### src/rtl/ps2_pkg.sv
`default_nettype none
// +-------------------------------------------------------------------+
// | ps2_pkg : scan-code constants, frame builder and sender states    |
// | Rev 1.0                                                           |
// +-------------------------------------------------------------------+
package ps2_pkg;

   localparam logic [7:0] PS2_EXT        = 8'hE0;
   localparam logic [7:0] PS2_BRK        = 8'hF0;
   localparam int         PS2_FRAME_BITS = 11;

   typedef enum logic [2:0] {
      IDLE    = 3'd0,
      LOAD    = 3'd1,
      HIGH    = 3'd2,
      LOW     = 3'd3,
      GAP     = 3'd4,
      INHIBIT = 3'd5
   } ps2_state_t;

   // {stop, odd parity, data, start}; sent LSB first
   function automatic logic [10:0] ps2_frame(input logic [7:0] b);
      return {1'b1, ~^b, b, 1'b0};
   endfunction

endpackage
`default_nettype wire

### src/rtl/ps2_bit_timer.sv
`default_nettype none
// +-------------------------------------------------------------------+
// | ps2_bit_timer : HALF-cycle phase counter, reload on load          |
// | Rev 1.0                                                           |
// +-------------------------------------------------------------------+
module ps2_bit_timer #(
   parameter int HALF = 5
) (
   input  logic clk,
   input  logic reset,
   input  logic load,
   output logic done,
   output logic first
);

   localparam int W = $clog2(HALF) + 1;

   generate
      if (HALF < 2) begin : g_half_check
         $error("ps2_bit_timer: HALF must be at least 2");
      end
   endgenerate

   logic [W-1:0] cnt;

   always_ff @(posedge clk) begin
      if (reset) begin
         cnt <= '0;
      end else if (load) begin
         cnt <= W'(HALF - 1);
      end else if (cnt != '0) begin
         cnt <= cnt - 1'b1;
      end
   end

   assign done  = (cnt == '0);
   assign first = (cnt == W'(HALF - 1));

endmodule
`default_nettype wire

### src/rtl/ps2_key_sender.sv
`default_nettype none
// +-------------------------------------------------------------------+
// | ps2_key_sender : keyboard-side PS/2 transmitter for scan codes    |
// | Rev 1.0                                                           |
// +-------------------------------------------------------------------+
module ps2_key_sender
   import ps2_pkg::*;
#(
   parameter int CLK_HZ   = 25000000,
   parameter int PS2_HZ   = 12500,
   parameter int GAP_BITS = 2
) (
   input  logic       clk,
   input  logic       reset,
   input  logic       key_valid,
   output logic       key_ready,
   input  logic [7:0] key_code,
   input  logic       key_ext,
   input  logic       key_break,
   input  logic       ps2clk_i,
   output logic       ps2clk_o,
   output logic       ps2data_o,
   output logic [7:0] abort_cnt
);

   localparam int HALF       = CLK_HZ / (2 * PS2_HZ);
   localparam int GAP_PHASES = GAP_BITS * 2;
   localparam int PH_W       = $clog2(GAP_PHASES + 2);

   ps2_state_t      state;
   logic [7:0]      q [3];
   logic [1:0]      q_len;
   logic [1:0]      q_ptr;
   logic [10:0]     sh;
   logic [3:0]      bit_idx;
   logic            low_seen;
   logic [PH_W-1:0] phase_cnt;

   logic       accept;
   logic       tmr_done;
   logic       tmr_first;
   logic       tmr_load;
   logic       to_inhibit;
   logic [7:0] head;

   assign accept     = key_valid & key_ready;
   assign to_inhibit = (state == HIGH) && !tmr_first && !ps2clk_i && low_seen;
   assign head       = (q_ptr == 2'd0) ? q[0] : (q_ptr == 2'd1) ? q[1] : q[2];

   // Every phase entry reloads the timer; INHIBIT also restarts it on any low sample
   always_comb begin
      tmr_load = 1'b0;
      case (state)
         LOAD:          tmr_load = 1'b1;
         HIGH:          tmr_load = tmr_done || to_inhibit;
         LOW, GAP:      tmr_load = tmr_done;
         INHIBIT:       tmr_load = tmr_done || !ps2clk_i;
         default:       tmr_load = 1'b0;
      endcase
   end

   ps2_bit_timer #(
      .HALF (HALF)
   ) u_timer (
      .clk   (clk),
      .reset (reset),
      .load  (tmr_load),
      .done  (tmr_done),
      .first (tmr_first)
   );

   always_ff @(posedge clk) begin
      if (reset) begin
         state     <= IDLE;
         key_ready <= 1'b1;
         ps2clk_o  <= 1'b1;
         ps2data_o <= 1'b1;
         abort_cnt <= 8'd0;
         q[0]      <= 8'd0;
         q[1]      <= 8'd0;
         q[2]      <= 8'd0;
         q_len     <= 2'd0;
         q_ptr     <= 2'd0;
         sh        <= 11'd0;
         bit_idx   <= 4'd0;
         low_seen  <= 1'b0;
         phase_cnt <= '0;
      end else begin
         unique case (state)
            IDLE: begin
               if (accept) begin
                  key_ready <= 1'b0;
                  q_ptr     <= 2'd0;
                  unique case ({key_ext, key_break})
                     2'b00: begin q[0] <= key_code; q_len <= 2'd1; end
                     2'b10: begin q[0] <= PS2_EXT; q[1] <= key_code; q_len <= 2'd2; end
                     2'b01: begin q[0] <= PS2_BRK; q[1] <= key_code; q_len <= 2'd2; end
                     default: begin
                        q[0] <= PS2_EXT; q[1] <= PS2_BRK; q[2] <= key_code; q_len <= 2'd3;
                     end
                  endcase
                  if (ps2clk_i) state <= LOAD;
               end else if (!key_ready && ps2clk_i) begin
                  state <= LOAD;
               end
            end
            LOAD: begin
               sh        <= ps2_frame(head);
               bit_idx   <= 4'd0;
               low_seen  <= 1'b0;
               ps2clk_o  <= 1'b1;
               ps2data_o <= 1'b0;
               state     <= HIGH;
            end
            HIGH: begin
               if (to_inhibit) begin
                  ps2clk_o  <= 1'b1;
                  ps2data_o <= 1'b1;
                  phase_cnt <= '0;
                  if (abort_cnt != 8'hFF) abort_cnt <= abort_cnt + 8'd1;
                  state     <= INHIBIT;
               end else begin
                  if (!tmr_first) low_seen <= !ps2clk_i;
                  if (tmr_done) begin
                     ps2clk_o <= 1'b0;
                     state    <= LOW;
                  end
               end
            end
            LOW: begin
               if (tmr_done) begin
                  if (bit_idx == 4'(PS2_FRAME_BITS - 1)) begin
                     ps2clk_o  <= 1'b1;
                     ps2data_o <= 1'b1;
                     q_ptr     <= q_ptr + 2'd1;
                     phase_cnt <= '0;
                     if (GAP_BITS != 0) begin
                        state <= GAP;
                     end else if ((q_ptr + 2'd1) != q_len) begin
                        state <= LOAD;
                     end else begin
                        state     <= IDLE;
                        key_ready <= 1'b1;
                        q_ptr     <= 2'd0;
                        q_len     <= 2'd0;
                     end
                  end else begin
                     sh        <= {1'b0, sh[10:1]};
                     ps2data_o <= sh[1];
                     bit_idx   <= bit_idx + 4'd1;
                     ps2clk_o  <= 1'b1;
                     low_seen  <= 1'b0;
                     state     <= HIGH;
                  end
               end
            end
            GAP: begin
               if (tmr_done) begin
                  if (phase_cnt == PH_W'(GAP_PHASES - 1)) begin
                     if (q_ptr != q_len) begin
                        state <= LOAD;
                     end else begin
                        state     <= IDLE;
                        key_ready <= 1'b1;
                        q_ptr     <= 2'd0;
                        q_len     <= 2'd0;
                     end
                  end else begin
                     phase_cnt <= phase_cnt + 1'b1;
                  end
               end
            end
            INHIBIT: begin
               // Two clean timer phases of released clock before resending the same byte
               if (!ps2clk_i) begin
                  phase_cnt <= '0;
               end else if (tmr_done) begin
                  if (phase_cnt == PH_W'(1)) state <= LOAD;
                  else                      phase_cnt <= PH_W'(1);
               end
            end
            default: state <= IDLE;
         endcase
      end
   end

endmodule
`default_nettype wire

### config.mk
export PLATFORM = sky130hd
export DESIGN_NAME = ps2_key_sender
export DESIGN_NICKNAME = d
export VERILOG_FILES = /design/src/rtl/ps2_pkg.sv /design/src/rtl/ps2_bit_timer.sv /design/src/rtl/ps2_key_sender.sv
export SDC_FILE = /design/constraint.sdc
export NUM_CORES = 1
export LEC_CHECK = 0
export CORE_MARGIN = 5
export CORE_UTILIZATION = 46
export DETAILED_ROUTE_END_ITERATION = 6
export PLACE_DENSITY_LB_ADDON = 0.12
export SYNTH_ARGS = -nofsm -noshare
export SYNTH_HDL_FRONTEND = slang
export SYNTH_HIERARCHICAL = 1
export SYNTH_SLANG_ARGS = --single-unit
export TNS_END_PERCENT = 50
### constraint.sdc
create_clock -name clk -period 2.6 [get_ports clk]
set_input_delay 0.26 -clock clk [delete_from_list [all_inputs] [get_ports clk]]
set_output_delay 0.26 -clock clk [all_outputs]
set_load 0.03 [all_outputs]
### Word-level counts from Yosys, hierarchy flattened

Memories as Yosys holds them, arrays and structs flattened.
Cells that the tools add are included.

* add/subtract/negate cells: 5
* eq/ne operators: 33
* mux-type cells: 92
* bitwise logic cells: 9
* reduce and logical (&&, ||, !) cells: 34

Operators by type and width (number)
* $mux W8: 10
* $mux W3: 20
* $mux W1: 37
* $ne A2 B2 Y1 const B: 14
* $mux W11: 2
* $pmux W11 S2: 1
* $mux W10: 2
* $pmux W3 S6: 1
* $ne A3 B3 Y1 const B: 5
* $mux W2: 7
* $pmux W3 S4: 1
* $reduce_and A3 Y1: 4
* $eq A11 B10 Y1 const B: 1
* $logic_not A11 Y1: 1
* $reduce_bool A11 Y1: 1
* $sub A11 B1 Y11 const B: 1
* $reduce_and A5 Y1: 2
* $eq A3 B2 Y1 const B: 3
* $pmux W1 S3: 3
* $reduce_and A9 Y1: 1
* $add A8 B1 Y8 const B: 1
* $mux W4: 2
* $ne A8 B8 Y1 const B: 1
* $or A1 B1 Y1: 8
* 28 further kinds: 44

* register bits after elaboration: 48
* bits in writable memories: 24
* output and inout bits: 11
* memories: 1

Memories
* q: depth 3, bits a word 8, rd ports 3, clocked after Yosys merged registers in 0, write ports 3, line ps2_key_sender.sv:31 `logic [7:0] q [3];`

### Depth between registers and ports, before layout

* depth in word-level cells: 10
* gate-level depth with buffers: 12
* depth with buffers taken out: 11

### By module

The synthesis kept the hierarchy.

By module, submodules not included
* ps2_key_sender: instances 1, cells an instance 357, area each 3234.4 um^2
* ps2_bit_timer: instances 1, cells an instance 79, area each 676.9 um^2

### Least setup slack after synthesis

OpenSTA, ideal clock, no wires.

* path kind: flip-flop to flip-flop
* start point: register u_timer.cnt[0]
* end point: register bit_idx[1]
* library setup time: 0.128 ns
* data arrival time: 2.670 ns
* data required time: 2.472 ns
* path slack: -0.198 ns
* cell stages (with the launch flop): 13
* path buffers: 3
* clock period less this slack: 2.798 ns
* cell sequence: dfxtp_1 inv_1 ha_1 or3b_1 clkbuf_2 nor3_1 buf_2 nand2_1 a21oi_2 buf_2 inv_1 a21oi_1 nor2_1

* word-level cells in the longest chain between the ends: 3

Ends and longest elaborated chain
* start, declared: line ps2_bit_timer.sv:24 `logic [W-1:0] cnt;`
* start signal, assigned: line ps2_bit_timer.sv:30 `cnt <= W'(HALF - 1);`
* start signal, assigned: line ps2_bit_timer.sv:32 `cnt <= cnt - 1'b1;`
* $logic_not A11 Y1: line ps2_bit_timer.sv:36 `assign done = (cnt == '0);`
* net tmr_done: line ps2_key_sender.sv:40 `logic tmr_done;`
* $ne A2 B2 Y1 (no line)
* $reduce_and A3 Y1 (no line)
* end signal, assigned: line ps2_key_sender.sv:150 `bit_idx <= bit_idx + 4'd1;`
* end, declared: line ps2_key_sender.sv:35 `logic [3:0] bit_idx;`

The timed path passes the listed nets, and every way through them passes these cells.
A chain may end at the register's enable or synchronous reset.

### Worst setup path in the final report

* start point: register u_timer.cnt[0]
* end point: register q_ptr[0]

* word-level cells in the longest chain between the ends: 3

Ends and longest elaborated chain
* $logic_not A11 Y1 *: line ps2_bit_timer.sv:36
* net tmr_done: line ps2_key_sender.sv:40
* $ne A2 B2 Y1 (no line)
* $reduce_and A7 Y1 (no line) *
* end signal, assigned: line ps2_key_sender.sv:135 `q_ptr <= q_ptr + 2'd1;`
* end, declared: line ps2_key_sender.sv:33 `logic [1:0] q_ptr;`

The timed path passes the listed nets; every way through them passes the cells marked *.

==> out/metrics.cfg <==
[status]
status = complete, no violations

[clock_tree]
clock_latency_ps = 340
cts_buffer_depth = 2
cts_tree = built
cts_max_level = 3
cts.sinks = 71
cts_hold_buf = 0
clockRootBuffer = clkbuf_8
clk_pin_slew_worst_paths_ps = 80
cts_made_buffers = 9

[synthesis]
yosys_warnings = 6
synthMuxAreaShare = 0.0282
synthCells = 436
synth_top_area_frac = 0.241
synth_area_leaders = dfxtp_1, edfxtp_1, nand2_1
synth_common_cells = nand2_1, dfxtp_1, nor2_1, edfxtp_1, a21oi_1
synth_cell_types = 62
yosysTopAreaCell = dfxtp_1
synth_top_flop_cell = dfxtp_1
syn_area_sq_mm = 0.00391
synth-compound-area-share = 0.178
synth_top_family_by_area = simple AND/OR/NAND/NOR gates
synth-simple-area-share = 0.234
ys_ff_latch = 71
syn_avg_cell_area_sq_um = 8.97
synth-edff-count = 24
synthArstFlopShare = 0
yosysMostFrequentCell = nand2_1
synth-seq-area-share = 0.425
synth.net_count = 465
synth-xor-area-share = 0.0333
synth_fa_ha_area_frac = 0.0480

[floorplanning]
rows = 33
coreArea_sq_mm = 0.00826
chipWidth_um = 102
fp.dieH_um = 102
dieArea_sq_mm = 0.0104
ios = 25
initial_core_util = 0.474

[route]
ant_nets = 0
drc = 0
viasPerCell = 5.67
wirelength_um = 8690
vias = 3292
wl_per_cell_um = 15.0
drt_iter0_markers = 185
drt_pre_antenna_iters = 4

[power_and_ir_drop]
leakagePower_nw = 1.72
power_density_mw_per_mm2 = 1050
peakVddDrop_mv = 0.507

[critical_path]
crit_path_end = q_ptr[0]$_SDFFE_PP0P_
arrival_ps = 2740
endpoint_kind = flop
critPathKind = reg -> reg
start_kind = flop
crit_required_ps = 2880
r2r_slack_ps = 130
crit_path_start = u_timer/cnt[0]$_SDFFE_PP0P_
reg2reg_from = u_timer/cnt[0]$_SDFFE_PP0P_
reg2reg_to = q_ptr[0]$_SDFFE_PP0P_
reg2regPathDepth = 10
path_max_fanout = 8

[final_layout]
fin_util = 0.557
num-nets-final = 500
diodes = 0
stdcell_count = 581
drive_gt1_frac = 0.130
syn_to_final_growth_pct = 17.5

[timing]
fmax_mhz = 405
hold_viol = 0
min_period_ps = 2470
fin_crit_sh = 0.949
tightestPinTransition_ps = 809
slew_viol_final = 0
setup_viol = 0
finalSetupTns_ps = 0
relSlewSlack = 0.456
clock_skew_ps = 9.56

[global_route]
grt_max_degree = 26
track_usage = 0.175
antenna_found_initial = 0
grt_overflow = 0
grt_pass1_wl_um = 14500
grt_pass1_vias = 3031

[min_path]
hp-class = in -> reg

[place]
gp_congestion = 0.822
io_buffers = 24
dp_cells = 558
dp_hpwl_um = 6010

[job]
cap_viol_max_count = 0

==> where the power goes <==
part	total, mW	internal, mW	leakage [nW]	switching, mW
combinational	2.28	0.968	0.985	1.31
clock	0.958	0.537	0.102	0.421
sequential	1.59	1.39	0.633	0.198
==> cell type report <==
| type | instances | area [sq um] |
|---|---|---|
| flip-flops and latches | 71 | 1660 |
| well taps | 105 | 131 |
| clock buffers | 10 | 128 |
| clock inverters | 6 | 85.1 |
| multi-input cells | 321 | 2090 |
| fillers | 766 | 3660 |
| repair buffers | 46 | 417 |
| inverters | 22 | 82.6 |
==> how the worst min path moves through the flow <==
stage / start / end / slack, ps / cells after the start
after CTS: reset / low_seen$_SDFFE_PP0P_ / 380 / 3
after floorplan: phase_cnt[2]$_SDFFE_PP0P_ / phase_cnt[2]$_SDFFE_PP0P_ / 440 / 2
after global placement: phase_cnt[2]$_SDFFE_PP0P_ / phase_cnt[2]$_SDFFE_PP0P_ / 460 / 2
after global routing: reset / q[0][4]$_SDFFCE_PP0P_ / 410 / 3
final: reset / abort_cnt[1]$_SDFFE_PP0P_ / 410 / 3
after detailed placement: phase_cnt[2]$_SDFFE_PP0P_ / phase_cnt[2]$_SDFFE_PP0P_ / 470 / 2
==> state kept, by name, indices dropped and copies added, names as in the netlist, 2 cells and up <==
signal,count
phase_cnt,3
abort_cnt,8
u_timer/cnt,11
q_len,2
bit_idx,4
q_ptr,2
state,3
sh,10
q,24
==> kinds of logic (layout without fill, tap and decap cells) <==
logic type	after synthesis	after routing
flops	71	71
mux	11	11
fa+ha+maj	15	15
xor+xnor	14	14
simple gates	181	181
buf+inv	44	84
compound gates	100	100
==> critical path: stages, from the launching register on <==
cell and delay [ps]:
dfxtp_1 350, inv_1 110, ha_1 210, or3b_4 420, nor3_4 220, buf_6 170
nand2_1 90, a31oi_2 220, o211ai_1 160, or3_1 320, a21oi_1 130
==> cells in the final DEF (no fill, tap or decap), types with 12 or more instances in the layout <==
master           count
edfxtp_1            24
nor2_1              41
nand2_1             53
dfxtp_1             47
a21oi_1             22
buf_4               19
and2_1              12
clkdlybuf4s50_1     23
ha_1                15
inv_1               20
==> routing by layer <==
layer | wire length (um) | GRT usage | part of all wire | up-vias
met3 | 350 | 0.0314 | 0.040 | 12
met4 | 148 | 0.0716 | 0.017 | 0
li1 | - | - | - | 1640
met2 | 3960 | 0.263 | 0.46 | 79
met5 | 0 | 0 | 0 | -
met1 | 4230 | 0.250 | 0.49 | 1561
==> through the flow <==
step | hold WS (ps) | total power, mW | cell area [sq um] | setup WS, ps
finish | 405 | 4.82 | 4600 | 132
global route | 410 | 5.17 | 4600 | -21.9
CTS | 384 | 4.63 | 4500 | 118
detailed placement | 471 | 3.66 | 4290 | 150
global placement | 459 | 3.63 | 4290 | 191
floorplan | 440 | 3.15 | 3920 | 26.3
==> what timing repair did <==
item,in CTS,in global routing
gates resized for setup,0,11
endpoints found under the setup margin,0,10
setup buffers,0,6
No activity file was read; power rests on OpenSTA's default activity.
